### config.mk
export PLATFORM = sky130hd
export DESIGN_NAME = gf2_rref_sched
export DESIGN_NICKNAME = d
export VERILOG_FILES = /design/src/rtl/gf2_rref_pkg.sv /design/src/rtl/gf2_rref_sched.sv
export SDC_FILE = /design/constraint.sdc
export NUM_CORES = 1
export LEC_CHECK = 0
export CAP_MARGIN = 20
export CORE_MARGIN = 3
export CORE_UTILIZATION = 25
export DETAILED_ROUTE_END_ITERATION = 6
export PLACE_DENSITY_LB_ADDON = 0.15
export SYNTH_ARGS = -nofsm -noshare
export SYNTH_HDL_FRONTEND = slang
export SYNTH_SLANG_ARGS = --single-unit
### constraint.sdc
create_clock -name clk -period 2.9 [get_ports clk]
set_input_delay 0.58 -clock clk [delete_from_list [all_inputs] [get_ports clk]]
set_output_delay 0.58 -clock clk [all_outputs]
set_load 0.1 [all_outputs]
### src/rtl/gf2_rref_pkg.sv
// rtl/gf2_rref_pkg.sv - shared types for the gf2_rref request scheduler
// Holds the scheduler state encoding and the busy-cycle counter width.
package gf2_rref_pkg;

  localparam int CYC_W = 16;

  typedef enum logic [1:0] {
    ST_IDLE,
    ST_ISSUE,
    ST_WAIT,
    ST_RESP
  } sched_state_t;

  // Counter stops at all-ones so long solves never appear short.
  function automatic logic [CYC_W-1:0] sat_inc(input logic [CYC_W-1:0] v);
    return (&v) ? v : v + 1'b1;
  endfunction

endpackage

### src/rtl/gf2_rref_sched.sv
// rtl/gf2_rref_sched.sv - round-robin scheduler sharing one gf2_rref engine
// Grants one requester at a time, drives the engine and returns its RREF result.
module gf2_rref_sched
  import gf2_rref_pkg::*;
#(
  parameter int NREQ = 4,
  parameter int ROWS = 3,
  parameter int COLS = 4
) (
  input  logic                          clk,
  input  logic                          rst,
  input  logic [NREQ-1:0]               req_valid,
  input  logic [NREQ*ROWS*COLS-1:0]     req_aug,
  output logic [NREQ-1:0]               req_ready,
  output logic                          rsp_valid,
  output logic [$clog2(NREQ)-1:0]       rsp_id,
  output logic [ROWS*COLS-1:0]          rsp_rref,
  output logic [CYC_W-1:0]              rsp_cycles,
  input  logic                          rsp_ready,
  output logic                          eng_start,
  output logic [ROWS*COLS-1:0]          eng_aug,
  input  logic                          eng_ready,
  input  logic [ROWS*COLS-1:0]          eng_rref
);

  localparam int IDW = $clog2(NREQ);
  localparam int MW  = ROWS * COLS;

  sched_state_t   r_state;
  logic [IDW-1:0] r_rr_ptr;
  logic [MW-1:0]  r_aug;
  logic           r_first;

  logic [MW-1:0]  w_req_mat [NREQ];
  logic [IDW:0]   w_sum;
  logic [IDW-1:0] w_gnt_id;
  logic           w_gnt_any;
  logic           w_take;

  always_comb begin
    for (int i = 0; i < NREQ; i++) begin
      w_req_mat[i] = req_aug[i*MW +: MW];
    end
  end

  // Scan downward so the lowest offset from r_rr_ptr wins.
  always_comb begin
    w_gnt_any = 1'b0;
    w_gnt_id  = '0;
    w_sum     = '0;
    for (int k = NREQ - 1; k >= 0; k--) begin
      w_sum = {1'b0, r_rr_ptr} + (IDW+1)'(k);
      if (w_sum >= (IDW+1)'(NREQ)) begin
        w_sum = w_sum - (IDW+1)'(NREQ);
      end
      if (req_valid[w_sum[IDW-1:0]]) begin
        w_gnt_any = 1'b1;
        w_gnt_id  = w_sum[IDW-1:0];
      end
    end
  end

  assign w_take = !rst && (r_state == ST_IDLE) && eng_ready && w_gnt_any;

  always_comb begin
    req_ready = '0;
    if (w_take) begin
      req_ready[w_gnt_id] = 1'b1;
    end
  end

  assign eng_aug = r_aug;

  always_ff @(posedge clk) begin
    if (rst) begin
      r_state    <= ST_IDLE;
      r_rr_ptr   <= '0;
      r_aug      <= '0;
      r_first    <= 1'b0;
      rsp_valid  <= 1'b0;
      rsp_id     <= '0;
      rsp_rref   <= '0;
      rsp_cycles <= '0;
      eng_start  <= 1'b0;
    end else begin
      eng_start <= 1'b0;
      case (r_state)
        ST_IDLE: begin
          if (w_take) begin
            r_aug     <= w_req_mat[w_gnt_id];
            rsp_id    <= w_gnt_id;
            eng_start <= 1'b1;
            r_state   <= ST_ISSUE;
          end
        end
        ST_ISSUE: begin
          rsp_cycles <= '0;
          r_first    <= 1'b1;
          r_state    <= ST_WAIT;
        end
        ST_WAIT: begin
          // eng_ready is still stale from the previous solve in the first cycle.
          rsp_cycles <= sat_inc(rsp_cycles);
          r_first    <= 1'b0;
          if (!r_first && eng_ready) begin
            rsp_rref  <= eng_rref;
            rsp_valid <= 1'b1;
            r_state   <= ST_RESP;
          end
        end
        ST_RESP: begin
          if (rsp_ready) begin
            rsp_valid <= 1'b0;
            r_rr_ptr  <= (rsp_id == IDW'(NREQ - 1)) ? '0 : rsp_id + 1'b1;
            r_state   <= ST_IDLE;
          end
        end
        default: r_state <= ST_IDLE;
      endcase
    end
  end

endmodule

**Word level (Yosys, flattened, before mapping)**

Cells that the tools add are included.

- Register bits: 49
- Input bits: 68
- Output and inout bits: 48
- Word-level logic and storage cells: 95

- $add $sub $neg: 9
- Magnitude comparators: 11
- Eq/ne operators: 8
- Muxes and demuxes: 38
- Bitwise logic cells: 2
- Reduce and logical (&&, ||, !) cells: 18

Operator list:

| cell | number |
|---|---|
| $pmux 16 s2 | 1 |
| $bmux 12 s2 | 1 |
| $mux 12 | 2 |
| $mux 2 | 12 |
| $add 16x1->16 const B | 1 |
| $mux 16 | 1 |
| $reduce_and 16->1 | 1 |
| $lt 2x3->1 const B | 5 |
| $ge 3x3->1 const B | 4 |
| $mux 1 | 12 |
| $bmux 1 s2 | 4 |
| $ne 2x2->1 const B | 4 |
| $pmux 2 s4 | 1 |
| $reduce_and 2->1 | 4 |
| $sub 2x1->2 const B | 4 |
| $add 2x2->3 const B | 2 |
| $eq 2x2->1 const B | 3 |
| $reduce_and 3->1 | 2 |
| $logic_and 1x1->1 | 5 |
| $mux 4 | 1 |
| $pmux 1 s2 | 2 |
| $reduce_bool 2->1 | 2 |
| $add 2x1->3 const B | 1 |
| $ge 2x3->1 const B | 1 |
| 9 further kinds | 10 |

**Logic depth before layout (Yosys ltp)**

Gate-level depths: netlist of the first run.

- Depth after elaboration: 14
- Depth in mapped cells: 9
- Mapped depth without buffers: 7

**Worst setup path after synthesis of the first run**

No wires, ideal clock.

- Kind: in2out
- Start: in req_valid[2]
- End: out req_ready[1]
- Arrival time: 2777 ps
- Data required time: 2320 ps
- Path slack: -457 ps
- Stages: 6
- Buffers on the path: 1
- Path through: mux2i_1 nor2_1 a311oi_1 nand2_4 buf_12 nor2_1

- Word-level cells in the longest chain between the ends: 11
- Elaborated cells on any way between the ends: 23
- Those cells by class: order compare (2); mux (19); reduce/logical (2)

Ends and longest elaborated chain:

| what | line | text |
|---|---|---|
| from (decl) | gf2_rref_sched.sv:12 | `input logic [NREQ-1:0] req_valid,` |
| $bmux 1 s2 | gf2_rref_sched.sv:56 | `if (req_valid[w_sum[IDW-1:0]]) begin` |
| $mux 1 (implied by the code) | gf2_rref_sched.sv:56 |  |
| $mux 2 (4 in a row) | gf2_rref_sched.sv:56 |  |
| $lt 2x3->1 (implied by the code) / $ge 2x1->1 (equally long branches) | gf2_rref_sched.sv:68 | `req_ready[w_gnt_id] = 1'b1;` |
| $logic_and 1x1->1 (implied by the code) | gf2_rref_sched.sv:68 |  |
| $mux 1 (implied by the code) | gf2_rref_sched.sv:68 |  |
| $demux 1 s2 | gf2_rref_sched.sv:68 |  |
| $mux 4 (*) | gf2_rref_sched.sv:67 | `if (w_take) begin` |
| to (decl) | gf2_rref_sched.sv:14 | `output logic [NREQ-1:0] req_ready,` |

Mark *: on every way between the ends. The rest lies on a longest branch, timed or not. The select of a mux whose other input is x is not followed.

**Worst setup path in the final report of the first run**

- Start: in req_valid[1]
- End: out req_ready[0]

Same word-level chain as after synthesis.

==> flow_metrics.py, run 1 <==
metrics = {
    "power_and_ir_drop": {
        "cellPowerDensity_nw_per_um2": 640,
        "power.leakage_uw": 0.00155,
        "irDropWorstVdd_mv": 0.287,
    },
    "critical_path": {
        "cp-end-kind": "output pin",
        "ff2ff_path_depth": 6,
        "reg2reg_slack_ns": 0.92,
        "crit_arrival_ns": 2.21,
        "rr_startpoint": "rsp_cycles[0]",
        "required_ns": 2.32,
        "r2r_end": "rsp_cycles[0]",
        "cp_max_fo": 3,
        "worstSetupStartpointType": "input pin",
        "worstSetupPathType": "input pin to output pin",
    },
    "route": {
        "vias": 2519,
        "antenna_left": 0,
        "wl_per_cell_microns": 13.9,
        "drt_pass1_iterations": 4,
        "drtIter0Drc": 86,
        "viasPerCell": 4.61,
        "drc": 0,
        "routed_wirelength_microns": 7600,
    },
    "grt": {
        "grt_antenna_before_repair": 1,
        "grt_pass1_vias": 2417,
        "grtUsageTotal": 0.128,
        "grt_pass1_wl_microns": 12200,
        "overflow": 0,
        "grt_max_degree": 22,
    },
    "yosys": {
        "netlist_instances": 292,
        "synth_area_leader_cell": "dfxtp_1",
        "synth_seq_cells": 49,
        "yosysMostFrequentCell": "dfxtp_1",
        "synth_area_per_cell_sq_um": 8.90,
        "synth_fp_nets": 367,
        "synth_top_flop_cell": "dfxtp_1",
        "netlist.area_leader.share": 0.377,
        "synth_top_cells_by_count": "dfxtp_1 (49), nand2_1 (38), mux2i_1 (28), nor2_1 (26), a21oi_1 (23)",
        "ys_seq_area_frac": 0.377,
        "ys_async_sr_fraction": 0,
        "synthTopCellsByArea": "dfxtp_1 (38%), mux2i_1 (11%), nand2_1 (5.5%)",
        "ys_warn_count": 0,
        "synth_area_sq_um": 2600,
        "synth_edf_count": 0,
        "synth_cell_type_count": 48,
    },
    "floorplanning": {
        "die_h_microns": 108,
        "fp.dieW_microns": 108,
        "fp.coreArea_sq_um": 9950,
        "num_rows": 36,
        "die_area_sq_um": 11700,
        "io_pins": 116,
        "start_util": 0.261,
    },
    "worst_hold_path": {
        "min_to": "rsp_rref[9]",
        "min-delay-start": "rsp_rref[9]",
        "min_path_cells": 2,
        "hold_path_class": "flop to flop",
    },
    "clocking": {
        "cts_buffers": 5,
        "clk_latency_ns": 0.31,
        "clk_root_buffer_cell": "clkbuf_8",
        "h-tree-depth": 2,
        "clk_pin_slew_ns": 0.10,
        "clockBufferDepth": 2,
        "clock-sinks": 49,
        "tritoncts": "yes",
    },
    "sta": {
        "finalCritPeriodShare": 0.963,
        "holdWs_ns": 0.464,
        "slew_viol_final": 0,
        "setup_viol": 0,
        "max_slew_margin": 0.727,
        "worstMarginPinSlew_ns": 0.409,
        "hold_violations": 0,
        "finClkSkew_ns": 0.0181,
        "max_freq_mhz": 358,
        "min_period_ns": 2.79,
        "rsz0062_at_grt": "false",
    },
    "layout": {
        "fin_area_sq_um": 3970,
        "n_fill_cell": 1005,
        "drive_gt1_frac": 0.232,
        "area_delta_synth_final_pct": 52.8,
        "finalNonFillerCells": 547,
        "nNetsFinal": 487,
    },
    "placed_design": {
        "portBuffers": 115,
        "dpl.cell_count": 537,
        "globalplace.congestion": 0.821,
        "place_area_sq_um": 3850,
        "dpl.hpwl_microns": 5890,
    },
    "run_status": {
        "status": "complete, no violations",
    },
    "flow_run": {
        "maxCapViolCount": 0,
    },
}
worst max-delay path by stage:
stage | end | cells past startpoint | slack (ns) | start
2_1_floorplan | req_ready[1] | 6 | -0.46 | req_valid[2]
3_3_place_gp | req_ready[1] | 7 | 0.04 | req_valid[0]
3_5_place_dp | req_ready[1] | 7 | -0.003 | req_valid[0]
4_1_cts | req_ready[1] | 7 | 0.03 | req_valid[0]
5_1_grt | req_ready[1] | 7 | 0.06 | req_valid[1]
6_report | req_ready[0] | 7 | 0.11 | req_valid[1]
power by group:
part | switching (uW) | leakage [uW] | internal [uW] | total (uW)
logic | 884 | 0.00111 | 395 | 1280
clock network | 250 | 0.0000478 | 197 | 447
registers | 57.8 | 0.000398 | 761 | 818
flip-flops by register name (all words and copies together), names as in the netlist:
name / cells
r_first: 1
r_state: 2
rsp_id: 2
r_rr_ptr: 2
eng_aug: 12
rsp_cycles: 16
rsp_valid: 1
rsp_rref: 12
eng_start: 1
cell families after synthesis:
| group | count (synthesis) | synth area share |
|---|---|---|
| buffers and inverters | 27 | 0.0577 |
| AND/OR/NAND/NOR | 117 | 0.223 |
| multiplexers | 31 | 0.121 |
| adder cells (fa/ha/maj) | 7 | 0.0337 |
| flip-flops | 49 | 0.377 |
| AO/OA/AOI/OAI | 53 | 0.161 |
| XOR/XNOR | 8 | 0.0270 |
worst max-delay path, stage by stage:
cell and delay [ns]:
clkdlybuf4s50_1 0.42, or4_4 0.55, and3_1 0.21, nor2b_4 0.15, nand2b_4 0.09, nor2_2 0.05
buf_12 0.16
cell type report:
class / instances / area (sq um) / share of cell area
Antenna cell: 1 / 2.50 / 0.000630
Tap cell: 133 / 166 / 0.0419
Sequential cell: 49 / 981 / 0.247
Clock inverter: 2 / 16.3 / 0.00409
Inverter: 8 / 30.0 / 0.00756
Multi-Input combinational cell: 216 / 1480 / 0.373
Clock buffer: 6 / 82.6 / 0.0208
Timing Repair Buffer: 132 / 1210 / 0.305
metrics by stage:
stage / TNS [ns] / total power [uW] / worst slack (ns) / utilization
5_1_grt: 0 / 2700 / 0.0562 / 0.399
2_1_floorplan: -0.915 / 1780 / -0.457 / -
6_report: 0 / 2540 / 0.108 / 0.399
3_5_place_dp: -0.00330 / 2120 / -0.00330 / 0.387
4_1_cts: 0 / 2590 / 0.0325 / 0.397
3_3_place_gp: 0 / 2120 / 0.0363 / 0.387
layout by cell type (no fill, tap or decap), drive strengths merged, types with 2 or more instances in the layout:
cell	instances
a211o	2
a211oi	3
a21oi	23
and3	6
and4	2
buf	65
clkbuf	6
clkdlybuf4s50	66
dfxtp	49
ha	7
inv	9
mux2	3
mux2i	28
nand2	39
nand2b	4
nand3	17
nand4	6
nor2	26
nor2b	4
nor3	5
nor4b	2
o211ai	4
o21ai	2
o221ai	12
xnor2	5
xor2	3
per-layer routing:
layer	track usage	vias up	wire, microns
met5	0	-	0
met1	0.175	1133	3570
li1	-	1282	-
met2	0.198	98	3250
met3	0.0370	6	695
met4	0.0343	0	91
timing repair:
action | 4_1_cts | 5_1_grt
gates cloned | 0 | 0
endpoints found under the hold margin | 0 | 0
gates resized for setup | 1 | 4
setup buffers | 0 | 1
endpoints found under the setup margin | 2 | 4
hold buffers | 0 | 0
No activity file was read; power rests on OpenSTA's default activity.
==> inputs of run 2 (changes only) <==
--- a/config.mk
+++ b/config.mk
@@ -9,6 +9,7 @@
 export CORE_MARGIN = 3
 export CORE_UTILIZATION = 25
 export DETAILED_ROUTE_END_ITERATION = 6
+export GPL_TIMING_DRIVEN = 0
 export PLACE_DENSITY_LB_ADDON = 0.15
 export SYNTH_ARGS = -nofsm -noshare
 export SYNTH_HDL_FRONTEND = slang
==> flow_metrics.py, run 2 (synthesis results as in run 1) <==
metrics = {
    "clocking": {
        "tritoncts": "yes",
        "clockBufferDepth": 2,
        "clk_latency_ns": 0.31,
        "clk_pin_slew_ns": 0.09,
        "clock-sinks": 49,
        "h-tree-depth": 2,
        "clk_root_buffer_cell": "clkbuf_8",
        "cts_buffers": 5,
    },
    "critical_path": {
        "cp-end-kind": "output pin",
        "crit_slowest_cell": "or4_4",
        "critPathMostFrequentCell": "buf_6",
        "critical_path.cell_chain": "dlygate4sd2_1 > or4_4 > and3_4 > buf_6 > nor2b_4 > nand2_4 > buf_12 > nor2_1 > buf_6",
        "worstSetupPathType": "input pin to output pin",
        "cpPeakStageDelay_ns": 0.55,
        "crit_buf_inv": 4,
        "path_delay_family": "simple AND/OR/NAND/NOR gates",
        "cp_max_fo": 4,
        "required_ns": 2.32,
        "crit_arrival_ns": 2.26,
        "worstSetupStartpointType": "input pin",
    },
    "route": {
        "vias": 2560,
        "drc": 0,
        "drtIter0Drc": 100,
        "routed_wirelength_microns": 7900,
        "wl_per_cell_microns": 14.3,
        "drt_pass1_iterations": 4,
        "viasPerCell": 4.63,
        "antenna_left": 0,
    },
    "placed_design": {
        "place_area_sq_um": 3920,
        "dpl.cell_count": 540,
        "dpl.hpwl_microns": 6030,
        "portBuffers": 115,
        "globalplace.congestion": 0.793,
    },
    "sta": {
        "finalSetupTns_ns": 0,
        "finClkSkew_ns": 0.0113,
        "max_freq_mhz": 352,
        "max_slew_margin": 0.333,
        "holdWs_ns": 0.458,
        "finalCritPeriodShare": 0.978,
        "hold_violations": 0,
        "min_period_ns": 2.84,
        "rsz0062_at_grt": "false",
        "slew_viol_final": 0,
        "worstMarginPinSlew_ns": 0.998,
        "setup_viol": 0,
    },
    "grt": {
        "grt_antenna_before_repair": 0,
        "grtUsageTotal": 0.135,
        "grt_busiest_layer": "met2",
        "grt_max_degree": 20,
        "grt_pass1_wl_microns": 12700,
        "overflow": 0,
        "grt_util_met1": 0.174,
        "grt_pass1_vias": 2512,
        "grt_use_met2": 0.222,
        "met3_usage": 0.0430,
    },
    "layout": {
        "regMostFlops": "rsp_cycles",
        "largest_reg_flops": 16,
        "regArea_sq_um": 981,
        "n_fill_cell": 985,
        "mostFrequentLayoutCells": "clkdlybuf4s50_1 (107), dfxtp_1 (49), nand2_1 (38)",
        "final_util": 0.414,
        "finalNonFillerCells": 553,
        "antenna_cells": 0,
        "fin_area_sq_um": 4120,
        "nNetsFinal": 494,
        "area_delta_synth_final_pct": 58.5,
        "layout_commonest_cell": "clkdlybuf4s50_1",
        "drive_gt1_frac": 0.114,
        "multi_input_area_sq_um": 1490,
    },
    "worst_hold_path": {
        "hold_path_class": "flop to flop",
    },
    "floorplanning": {
        "die_h_microns": 108,
        "io_pins": 116,
        "num_rows": 36,
        "fp.coreArea_sq_um": 9950,
        "fp.dieW_microns": 108,
        "start_util": 0.261,
        "die_area_sq_um": 11700,
    },
    "power_and_ir_drop": {
        "cellPowerDensity_nw_per_um2": 664,
        "power.leakage_uw": 0.00148,
        "irDropWorstVdd_mv": 0.270,
    },
    "flow_run": {
        "maxCapViolCount": 0,
    },
    "run_status": {
        "status": "complete, no violations",
    },
}
run 2: changes by cell type in the layout (fill, tap and decap cells not counted), sizes merged:
cell,before,now
buf,65,19
clkdlybuf4s50,66,107
clkbuf,6,15
dlygate4sd2,0,3
bufinv,0,2
clkinv,0,1
clkinvlp,1,0
diode,1,0
dlymetal6s2s,1,0
inv,9,8
run 2: metrics by stage:
stage          power (uW)  setup WS (ns)
2_1_floorplan        1780         -0.457
3_3_place_gp         2140          -1.15
3_5_place_dp         2150          -1.20
4_1_cts              2770         0.0121
5_1_grt              2890        0.00796
6_report             2730         0.0630
run 2: final cells by class:
type | instances | area share
clock buffers | 5 | 0.0167
repair buffers | 121 | 0.291
well taps | 133 | 0.0404
flip-flops and latches | 49 | 0.238
plain buffers | 18 | 0.0291
multi-input cells | 216 | 0.361
inverters | 8 | 0.00729
clock inverters | 3 | 0.0158
run 2: final timing paths:
path	cells after the start	end	startpoint	slack, ns
worst max register to register	8	rsp_cycles[13]	r_state[0]	0.88
worst min register to register	2	rsp_rref[6]	rsp_rref[6]	0.46
worst max-delay path	9	req_ready[1]	req_valid[3]	0.06
worst min-delay path	2	rsp_rref[6]	rsp_rref[6]	0.46
run 2: layer usage:
layer  vias up  wire, microns
li1       1294              -
met1      1160           3590
met2       101           3510
met3         5            732
met4         0             65
met5         -              0
run 2: where the power goes:
part	leakage, uW	internal, uW	switching (uW)
Combinational	0.00102	432	905
Clock	0.0000681	343	241
Sequential	0.000398	760	54.2
Total	0.00148	1530	1200
run 2: repair_timing:
action / 4_1_cts / 5_1_grt
hold buffers: 0 / 0
pin swaps: 0 / 2
endpoints found under the setup margin: 4 / 4
resized for setup: 39 / 1
setup buffers: 5 / 1
run 2: tightest hold or removal path, delay by kind of cell, from the launching register on:
family,cells,cell delay (ns)
flops,1,0.32
simple gates,1,0.05
compound gates,1,0.05
